<file path="src/rtl/param_updown_step2_counter.sv">
// Up/down counter stepping by 2 through the even or odd values of a WIDTH-bit register.
// Parity bit tracks 'odd' every edge; the upper bits form the step index.
module param_updown_step2_counter #(
    parameter int   WIDTH   = 4,
    parameter logic RST_ODD = 1'b0
) (
    input  logic             clk,
    input  logic             reset,
    input  logic             en,
    input  logic             y,
    input  logic             odd,
    input  logic             sat,
    input  logic             load,
    input  logic [WIDTH-1:0] load_val,
    output logic [WIDTH-1:0] q,
    output logic             tc,
    output logic             wrap
);

    localparam int IW = WIDTH - 1;
    localparam logic [IW-1:0] IMAX = '1;

    logic [IW-1:0] idx_q, idx_d;
    logic          par_q, par_d;
    logic          wrap_q, wrap_d;
    logic          at_top, at_bot;

    assign at_top = (idx_q == IMAX);
    assign at_bot = (idx_q == '0);

    always_comb begin
        idx_d  = idx_q;
        par_d  = odd;
        wrap_d = 1'b0;
        if (load) begin
            idx_d = load_val[WIDTH-1:1];
        end else if (en) begin
            if (!y) begin
                if (!at_top) begin
                    idx_d = idx_q + 1'b1;
                end else if (!sat) begin
                    idx_d  = '0;
                    wrap_d = 1'b1;
                end
            end else begin
                if (!at_bot) begin
                    idx_d = idx_q - 1'b1;
                end else if (!sat) begin
                    idx_d  = IMAX;
                    wrap_d = 1'b1;
                end
            end
        end
    end

    always_ff @(posedge clk or posedge reset) begin
        if (reset) begin
            idx_q  <= '0;
            par_q  <= RST_ODD;
            wrap_q <= 1'b0;
        end else begin
            idx_q  <= idx_d;
            par_q  <= par_d;
            wrap_q <= wrap_d;
        end
    end

    // tc looks at the live direction input so a y change shows up within the cycle.
    assign tc   = (!y && at_top) || (y && at_bot);
    assign q    = {idx_q, par_q};
    assign wrap = wrap_q;

endmodule

</file>
<file path="config.mk">
export PLATFORM = sky130hd
export DESIGN_NAME = param_updown_step2_counter
export DESIGN_NICKNAME = d
export VERILOG_FILES = /design/src/rtl/param_updown_step2_counter.sv
export SDC_FILE = /design/constraint.sdc
export NUM_CORES = 1
export LEC_CHECK = 0
export ABC_AREA = 0
export BUFFER_PORTS_ARGS = -buffer_cell sky130_fd_sc_hd__buf_4
export CORE_AREA = 2 2 39 41
export CTS_BUF_LIST = sky130_fd_sc_hd__clkbuf_8 sky130_fd_sc_hd__clkbuf_16
export DETAILED_ROUTE_END_ITERATION = 6
export DIE_AREA = 0 0 41 43
export GPL_ROUTABILITY_DRIVEN = 0
export GPL_TIMING_DRIVEN = 0
export PLACE_DENSITY_LB_ADDON = 0.25
export SLEW_MARGIN = 10
export SYNTH_ARGS = -nofsm -noshare
export SYNTH_HDL_FRONTEND = slang
export SYNTH_SLANG_ARGS = --single-unit
</file>
<file path="constraint.sdc">
create_clock -name clk -period 1.4 [get_ports clk]
set_input_delay 0.28 -clock clk [delete_from_list [all_inputs] [get_ports clk]]
set_output_delay 0.28 -clock clk [all_outputs]
set_load 0.02 [all_outputs]
</file>
==> results.sh <==
export IMPL_die_w_um=41
export IMPL_synth_fp_nets=50
export IMPL_worstPathCellList="inv_2, ha_4, nand3b_1, nand2_1, buf_6"
export IMPL_cts_sink_count=5
export IMPL_drt_pass1_iter_count=2
export IMPL_drc_errors=0
export IMPL_arrival_ps=1300
export IMPL_rows=14
export IMPL_cts_buffers_inserted=3
export IMPL_cp_slowest_cell="dfrtp_2"
export IMPL_status="finished with violations"
export IMPL_worst_path_max_fanout=4
export IMPL_finalSetupViolCount=4
export IMPL_p_leak_nw=0.306
export IMPL_rsz0062_at_grt="yes"
export IMPL_num_vias=322
export IMPL_netlist_instances=35
export IMPL_ys_warn_count=0
export IMPL_startpoint_type="flop"
export IMPL_place_hpwl_um=573
export IMPL_fin_nets=75
export IMPL_grtUsageTotal_pct=12.1
export IMPL_clk_latency_ps=220
export IMPL_die_h_um=43
export IMPL_final_area_um2=624
export IMPL_post_synth_num_cell_types=19
export IMPL_grt_pass1_wl_um=1370
export IMPL_via_per_inst=4.29
export IMPL_vdd_drop_max_mv=0.399
export IMPL_hold_violations=0
export IMPL_grt_remaining_overflow=0
export IMPL_dieArea_um2=1760
export IMPL_area_delta_synth_final_pct=77.6
export IMPL_routed_wl_um=763
export IMPL_routedWlPerCell_um=10.2
export IMPL_cts_htree_levels=1
export IMPL_clk_path_buf_depth=2
export IMPL_fin_skew_ps=0.282
export IMPL_grt_pass1_vias=351
export IMPL_multiInputGateArea_um2=249
export IMPL_synth_cell_area_um2=352
export IMPL_fillerInstances=135
export IMPL_ys_ff_latch=5
export IMPL_diodes=0
export IMPL_initial_core_util_pct=25.4
export IMPL_regArea_um2=128
export IMPL_core_area_um2=1380
export IMPL_relSlewSlack_pct=76.1
export IMPL_max_freq_mhz=634
export IMPL_drive_gt1_share_pct=57.6
export IMPL_power_w=0.000822
export IMPL_slew_viol_final=0
export IMPL_maxCapViolCount=0
export IMPL_min_period_ps=1580
export IMPL_grt_max_degree=7
export IMPL_whs_ps=171
export IMPL_violations="setup timing"
export IMPL_layout_common_cells="buf_4, inv_1"
export IMPL_antenna_found_initial=0
export IMPL_ios=17
export IMPL_cp_slowest_stage_delay_ps=440
export IMPL_power_density_nw_per_um2=1320
export IMPL_cts_root_buf="clkbuf_8"
export IMPL_io_buffer_count=15
export IMPL_cts_tree="yes"
export IMPL_worst_pin_slew_ps=359
export IMPL_yosysSeqAreaShare_pct=35.6
export IMPL_placed_area_um2=517
export IMPL_final_common_cell="buf_4"
export IMPL_drt_iter0_drc=1
export IMPL_synth_area_per_cell_um2=10.0
export IMPL_worst_slack_ps=-178
export IMPL_crit_type="flop to output port"
export IMPL_ant_nets=0
export IMPL_hold_path_class="primary input to flop"
export IMPL_worst_ep_required_time_ps=1120
export IMPL_post_route_period_util_pct=113
export IMPL_path_clk_slew_ps=30
export IMPL_crit_path_end_kind="output port"
==> power by group <==
part / switching, W / leakage [nW] / total (W) / internal (W)
sequential: 0.0000444 / 0.0589 / 0.000218 / 0.000173
combinational: 0.000161 / 0.220 / 0.000352 / 0.000191
clock: 0.0000652 / 0.0269 / 0.000253 / 0.000187
total: 0.000271 / 0.306 / 0.000822 / 0.000551
==> synthesized netlist by cell type <==
master    instances  area, um^2
ha_1              4        50.1
a21oi_1           3        15.0
inv_1             5        18.8
a311oi_4          1        26.3
nor2_1            2        7.51
a21o_1            1        7.51
a311oi_1          2        17.5
o21ai_0           1        5.00
a22o_1            1        8.76
xnor2_1           1        8.76
and2b_2           1        8.76
nand2_1           2        7.51
mux2i_1           1        10.0
nand2b_2          1        8.76
dfrtp_1           5         125
nand3b_1          1        7.51
buf_4             1        7.51
nor3_1            1        5.00
and3_1            1        6.26
==> timing repair <==
item	CTS	global route
setup endpoints to repair	4	4
pin swaps	6	4
setup buffers	4	0
hold buffers	1	0
endpoints found under the hold margin	5	0
resized for setup	5	0
==> worst paths after layout <==
path	startpoint	slack (ps)	to	cells past startpoint
worst min-delay path	odd	170	par_q$_DFF_PP0_	1
max in group asynchronous	reset	680	idx_q[0]$_DFFE_PP0P_	3
worst max-delay path	idx_q[0]$_DFFE_PP0P_	-180	tc	5
worst min register to register	idx_q[1]$_DFFE_PP0P_	580	idx_q[1]$_DFFE_PP0P_	2
min in group asynchronous	reset	530	wrap$_DFF_PP0_	3
worst max register to register	idx_q[0]$_DFFE_PP0P_	-120	idx_q[0]$_DFFE_PP0P_	6
==> layout make-up <==
type	instances	area share, %
sequential	5	20.4
clock buffer	3	6.61
timing repair buffer	20	25.1
buffer	1	1.20
multi-input combinational	24	39.9
clock inverter	1	0.601
tap	16	3.21
inverter	5	3.01
==> registers in the layout, summed over array words and instances, names as in the netlist <==
| register | flops |
|---|---|
| idx_q | 3 |
| par_q | 1 |
| wrap | 1 |
==> cell families after synthesis <==
| group | share of synthesized area [%] |
|---|---|
| compound gates | 22.8 |
| xor+xnor | 2.49 |
| fa+ha+maj | 14.2 |
| buf+inv | 7.47 |
| flops | 35.6 |
| mux | 2.85 |
| simple gates | 14.6 |
==> metal layers <==
metal / vias up / wire length [um] / GRT usage, %
met5: - / 0 / 0
met3: 0 / 29 / 3.14
met1: 140 / 324 / 13.0
met4: 0 / 0 / 10.0
li1: 173 / - / -
met2: 9 / 409 / 18.4
==> through the flow <==
stage / instances / util [%] / setup WS, ps / TNS [ps]
6_report: 75 / 45.1 / -178 / -393
5_1_grt: 75 / 45.1 / -243 / -681
4_1_cts: 75 / 45.1 / -193 / -425
3_5_place_dp: 66 / 37.3 / -163 / -339
3_3_place_gp: 66 / 37.3 / -147 / -292
2_1_floorplan: 35 / - / -92.5 / -143
==> critical path, delay by kind of cell (launching register included) <==
| kind | cells | cell delay (ps) |
|---|---|---|
| buffers and inverters | 2 | 220 |
| DFF | 1 | 440 |
| and+or+nand+nor | 2 | 300 |
| adders and majority gates | 1 | 130 |
(Power assumes the default switching activity.)
